**src/rtl/mux8_serializer.sv**
```systemverilog
// Parallel-to-serial stage around Mux8Way: walks the mux selects across a captured byte
// and streams the selected bit over valid/ready. Define MUX8_SER_PARITY_EN to append an even-parity bit.

module Mux8Way (
  input  logic i0,
  input  logic i1,
  input  logic i2,
  input  logic i3,
  input  logic i4,
  input  logic i5,
  input  logic i6,
  input  logic i7,
  input  logic s0,
  input  logic s1,
  input  logic s2,
  output logic out
);

  // s0 is the most significant select bit
  always_comb begin
    out = i0;
    case ({s0, s1, s2})
      3'd0:    out = i0;
      3'd1:    out = i1;
      3'd2:    out = i2;
      3'd3:    out = i3;
      3'd4:    out = i4;
      3'd5:    out = i5;
      3'd6:    out = i6;
      default: out = i7;
    endcase
  end

endmodule

module mux8_serializer #(
  parameter bit MSB_FIRST = 1'b0
) (
  input  logic       clk,
  input  logic       reset,
  input  logic       load_valid,
  input  logic [7:0] load_data,
  output logic       load_ready,
  output logic       bit_out,
  output logic       bit_valid,
  input  logic       bit_ready,
  output logic [2:0] sel,
  output logic       done
);

`ifdef MUX8_SER_PARITY_EN
  typedef enum logic [1:0] {IDLE, SHIFT, PARITY} state_t;
`else
  typedef enum logic [1:0] {IDLE, SHIFT} state_t;
`endif

  localparam logic [2:0] FIRST_IDX = MSB_FIRST ? 3'd7 : 3'd0;
  localparam logic [2:0] LAST_IDX  = MSB_FIRST ? 3'd0 : 3'd7;

  state_t     state;
  logic [7:0] data_q;
  logic [2:0] idx;
  logic       mux_out;

  Mux8Way u_mux (
    .i0  (data_q[0]),
    .i1  (data_q[1]),
    .i2  (data_q[2]),
    .i3  (data_q[3]),
    .i4  (data_q[4]),
    .i5  (data_q[5]),
    .i6  (data_q[6]),
    .i7  (data_q[7]),
    .s0  (idx[2]),
    .s1  (idx[1]),
    .s2  (idx[0]),
    .out (mux_out)
  );

  assign sel = idx;

`ifdef MUX8_SER_PARITY_EN
  assign bit_out = (state == PARITY) ? ^data_q : mux_out;
`else
  assign bit_out = mux_out;
`endif

  // Handshake flags are registered alongside the state so reset clears them asynchronously
  always_ff @(posedge clk or posedge reset) begin
    if (reset) begin
      state      <= IDLE;
      data_q     <= 8'd0;
      idx        <= 3'd0;
      load_ready <= 1'b1;
      bit_valid  <= 1'b0;
      done       <= 1'b0;
    end else begin
      done <= 1'b0;
      case (state)
        IDLE: begin
          if (load_valid) begin
            data_q     <= load_data;
            idx        <= FIRST_IDX;
            state      <= SHIFT;
            load_ready <= 1'b0;
            bit_valid  <= 1'b1;
          end
        end
        SHIFT: begin
          if (bit_valid && bit_ready) begin
            if (idx == LAST_IDX) begin
`ifdef MUX8_SER_PARITY_EN
              state <= PARITY;
`else
              state      <= IDLE;
              load_ready <= 1'b1;
              bit_valid  <= 1'b0;
              done       <= 1'b1;
`endif
            end else if (MSB_FIRST) begin
              idx <= idx - 3'd1;
            end else begin
              idx <= idx + 3'd1;
            end
          end
        end
`ifdef MUX8_SER_PARITY_EN
        PARITY: begin
          if (bit_valid && bit_ready) begin
            state      <= IDLE;
            load_ready <= 1'b1;
            bit_valid  <= 1'b0;
            done       <= 1'b1;
          end
        end
`endif
        default: begin
          state      <= IDLE;
          load_ready <= 1'b1;
          bit_valid  <= 1'b0;
        end
      endcase
    end
  end

endmodule

```
**config.mk**
```make
export PLATFORM = sky130hd
export DESIGN_NAME = mux8_serializer
export DESIGN_NICKNAME = d
export VERILOG_FILES = /design/src/rtl/mux8_serializer.sv
export SDC_FILE = /design/constraint.sdc
export NUM_CORES = 1
export LEC_CHECK = 0
export ABC_AREA = 1
export CORE_MARGIN = 2
export CORE_UTILIZATION = 46
export CTS_CLUSTER_SIZE = 24
export DETAILED_ROUTE_END_ITERATION = 16
export PLACE_DENSITY = 0.83
export SLEW_MARGIN = 10
export SYNTH_ARGS = -nofsm -noshare
export SYNTH_HDL_FRONTEND = slang
export SYNTH_SLANG_ARGS = --single-unit
```
**constraint.sdc**
```tcl
create_clock -name clk -period 1.9 [get_ports clk]
set_input_delay 0.475 -clock clk [delete_from_list [all_inputs] [get_ports clk]]
set_output_delay 0.475 -clock clk [all_outputs]
set_load 0.005 [all_outputs]
```
==> summary.md <==
| Metric | Value |
|---|---|
| GPL Wtd Cong | `0.759` |
| WL met1 | `682 um` |
| CTS sink count | `14` |
| DIE AREA | `1970 um^2` |
| P_int | `0.999 mW` |
| Syn Nets | `104` |
| Status | `finished with violations` |
| Reg clk slew, reported paths | `90 ps` |
| Cell Area, Placed | `953 um^2` |
| WL met3 | `78 um` |
| Met2 wire len | `918 um` |
| Routed vias/inst | `4.93` |
| Dpl hpwl | `1.10 mm` |
| Maximum vdd drop | `0.871 mV` |
| Reg area | `354 um^2` |
| Gr usage total | `0.184` |
| HP Start | `load_ready` |
| Main combinational cell family by area after synthesis | `simple AND/OR/NAND/NOR gates` |
| First-pass GRT wire length | `2.57 mm` |
| Util after Layout | `0.717` |
| Area delta synth->final | `45.7%` |
| Mean Syn Cell Area | `8.71 um^2` |
| Hold WC Path Type | `register to register` |
| Worst Skew | `0.375 ps` |
| Finished Layout Cells | `128` |
| Final hold slack | `485 ps` |
| Die Ht | `44.4 um` |
| Yosys warnings | `0` |
| # setup viols final | `1` |
| Fillers | `112` |
| Synth Area in Simple Gates | `0.282` |
| Total CTS buffers | `3` |
| Failing checks | `setup timing` |
| Num ports | `19` |
| Reg2Reg Depth | `7` |
| Compound-Gate Fraction of Synth Area | `0.0584` |
| Total wire length | `1.71 mm` |
| DRT antenna net count | `0` |
| Most used DFF post-synth | `dfrtp_1` |
| DRC violations left | `0` |
| Crit end category | `output port` |
| Hold Violations, Final | `0` |
| Flop2flop setup slack | `380 ps` |
| Worst-Skew Late Latency | `280 ps` |
| Max Fanout on Critical Path | `3` |
| Largest net degree at the start of global routing | `15` |
| Antenna violations before repair | `0` |
| MaxCap Viol Count | `0` |
| Leak Pwr | `0.552 nW` |
| Worst Path Class, Setup | `register to output port` |
| Synth cell count leaders | `nand2_1, dfrtp_1, nor2_1` |
| Seq pwr share | `0.339` |
| Final min period | `1950 ps` |
| Switching power | `0.593 mW` |
| Post-synthesis sequential area ratio | `0.469` |
| Synthesized cell area | `749 um^2` |
| Reg2reg start | `sel[0]` |
| Clock network power share | `0.137` |
| Crit-path slowest cell | `dfrtp_2` |
| Initial Util | `0.492` |
| EDFF count, synth | `0` |
| Flip-flop and latch count after synthesis | `14` |
| Number of port buffers | `18` |
| Post-synth top area share | `0.434` |
| Vias in the first global route | `613` |
| CP arrival | `1470 ps` |
| # diodes | `0` |
| Synth area leaders | `dfrtp_1, nand2_1, ha_1` |
| Grt ovf | `0` |
| Max-slew violation count | `0` |
| WL per Instance | `13.4 um` |
| Highest routed layer | `met4` |
| Data required time at the worst endpoint | `1420 ps` |
| Cell Pwr Density | `1460 nW/um^2` |
| Vias | `631` |
| Top-count cell post-synth | `nand2_1` |
| Multi-input logic area | `400 um^2` |
| Initial DRT Pass Iterations | `4` |
| Post-synthesis cell count | `86` |
| Combinational Power Share | `0.524` |
| Hold path endpoint | `load_ready` |
| Worst r2r dst | `sel[2]` |
| CTS tree | `built` |
| Fin nets | `131` |
| Horiz. Die Dim | `44.4 um` |
| Standard-cell rows | `14` |
| Place WS | `-148 ps` |
| Hold depth | `2` |
| Synth Area in Adders | `0.100` |
| Setup ws final | `-49.2 ps` |
| Core Area | `1520 um^2` |
| Measured slew at the worst slew-check pin | `561 ps` |
| Cell total after placement | `121` |
| Max_slew headroom | `0.626` |
| Type of origin of the critical path | `register` |
| H-tree levels | `1` |
| Post-synthesis mux area share | `0` |
| Netlist cell types | `16` |
| Longest Clk Path Bufs | `2` |
| WP buf/inv | `1` |
| RSZ-0062 raised after global routing | `yes` |
| Hold-fix buffers, CTS | `0` |
| Sw frac | `0.372` |
| Initial DRC Count | `7` |
| Final period util | `1.03` |
| Largest stage delay on the critical path | `460 ps` |
| Largest area contributor in the netlist | `dfrtp_1` |
| Fin area | `1090 um^2` |
| CP Cell Sequence | `ha_4 -> ha_4 -> nand2_2 -> nand2_2 -> nor2_2 -> nand3_1 -> buf_2` |
| Crit-path leading delay family | `flip-flops` |
| Post-synth ARST share | `1.00` |
| Max Clk Rate | `513 MHz` |
| Share of layout cells above drive strength 1 | `0.339` |
| CTS Root Cell | `clkbuf_4` |
| Synth Area in XOR/XNOR | `0` |
## worst max-delay path by stage
stage,from,endpoint,slack [ps],cells after the start
finish,sel[0],bit_out,-50,7
global route,sel[0],bit_out,-130,7
CTS,sel[1],bit_out,-40,7
detailed placement,sel[1],bit_out,-150,6
global placement,sel[0],bit_out,-120,6
floorplan,sel[0],bit_out,310,6
## layout make-up
type,instances,share of cell area
clock buffer,4,0.0332
inverter,9,0.0309
multi-input combinational,59,0.367
sequential,14,0.324
tap,16,0.0183
timing repair buffer,26,0.227
## placed cells by master, fill, tap and decap left out, types with 2 or more instances in the layout
| cell | n |
|---|---|
| nand2_2 | 3 |
| nand3_2 | 4 |
| dfrtp_2 | 2 |
| dlymetal6s2s_1 | 2 |
| o22ai_2 | 2 |
| nand3_1 | 5 |
| inv_2 | 5 |
| dfrtp_1 | 11 |
| nor2_1 | 7 |
| ha_4 | 4 |
| clkbuf_4 | 3 |
| inv_1 | 4 |
| nand2_1 | 27 |
| buf_6 | 2 |
| buf_4 | 6 |
| clkdlybuf4s50_1 | 15 |
| o21ai_1 | 2 |
## registers in the layout, indices dropped and copies added (netlist names)
signal and flops:
bit_valid 1, data_q 8, sel 3, load_ready 1
done 1
## what timing repair did
| action | 4_1_cts | 5_1_grt |
|---|---|---|
| endpoints found under the setup margin | 1 | 3 |
| buffers inserted | 3 | 0 |
| pin swaps | 6 | 11 |
| resized for setup | 10 | 16 |
## worst register-to-register path: cells and delay by family (launching register included)
kind | cells | cell delay (ps)
buffers and inverters | 2 | 210
flip-flops | 1 | 460
AO/OA/AOI/OAI | 1 | 70
AND/OR/NAND/NOR | 2 | 310
adder cells (fa/ha/maj) | 2 | 360
## logic make-up (layout without fill, tap and decap cells)
group	after synthesis	count (layout)
adder cells (fa/ha/maj)	6	6
AO/OA/AOI/OAI	5	5
flip-flops	14	14
AND/OR/NAND/NOR	48	48
buffers and inverters	13	39
## power groups by stage
| stage | registers (mW) | clock network [mW] | logic [mW] |
|---|---|---|---|
| 6_report | 0.540 | 0.218 | 0.835 |
| 5_1_grt | 0.557 | 0.240 | 0.911 |
| 4_1_cts | 0.506 | 0.223 | 0.759 |
| 3_5_place_dp | 0.519 | 0 | 0.688 |
| 3_3_place_gp | 0.511 | 0 | 0.661 |
| 2_1_floorplan | 0.514 | 0 | 0.402 |
## per-layer routing
metal	vias up	global-route usage
li1	320	-
met1	288	0.220
met2	19	0.303
met3	4	0.0408
met4	0	0.109
met5	-	0
## through the flow
| step | setup TNS, ps | total power, mW |
|---|---|---|
| 2_1_floorplan | 0 | 0.916 |
| 6_report | -49.2 | 1.59 |
| 5_1_grt | -130 | 1.71 |
| 3_3_place_gp | -118 | 1.17 |
| 4_1_cts | -35.8 | 1.49 |
| 3_5_place_dp | -148 | 1.21 |
No activity file was read; power rests on OpenSTA's default activity.
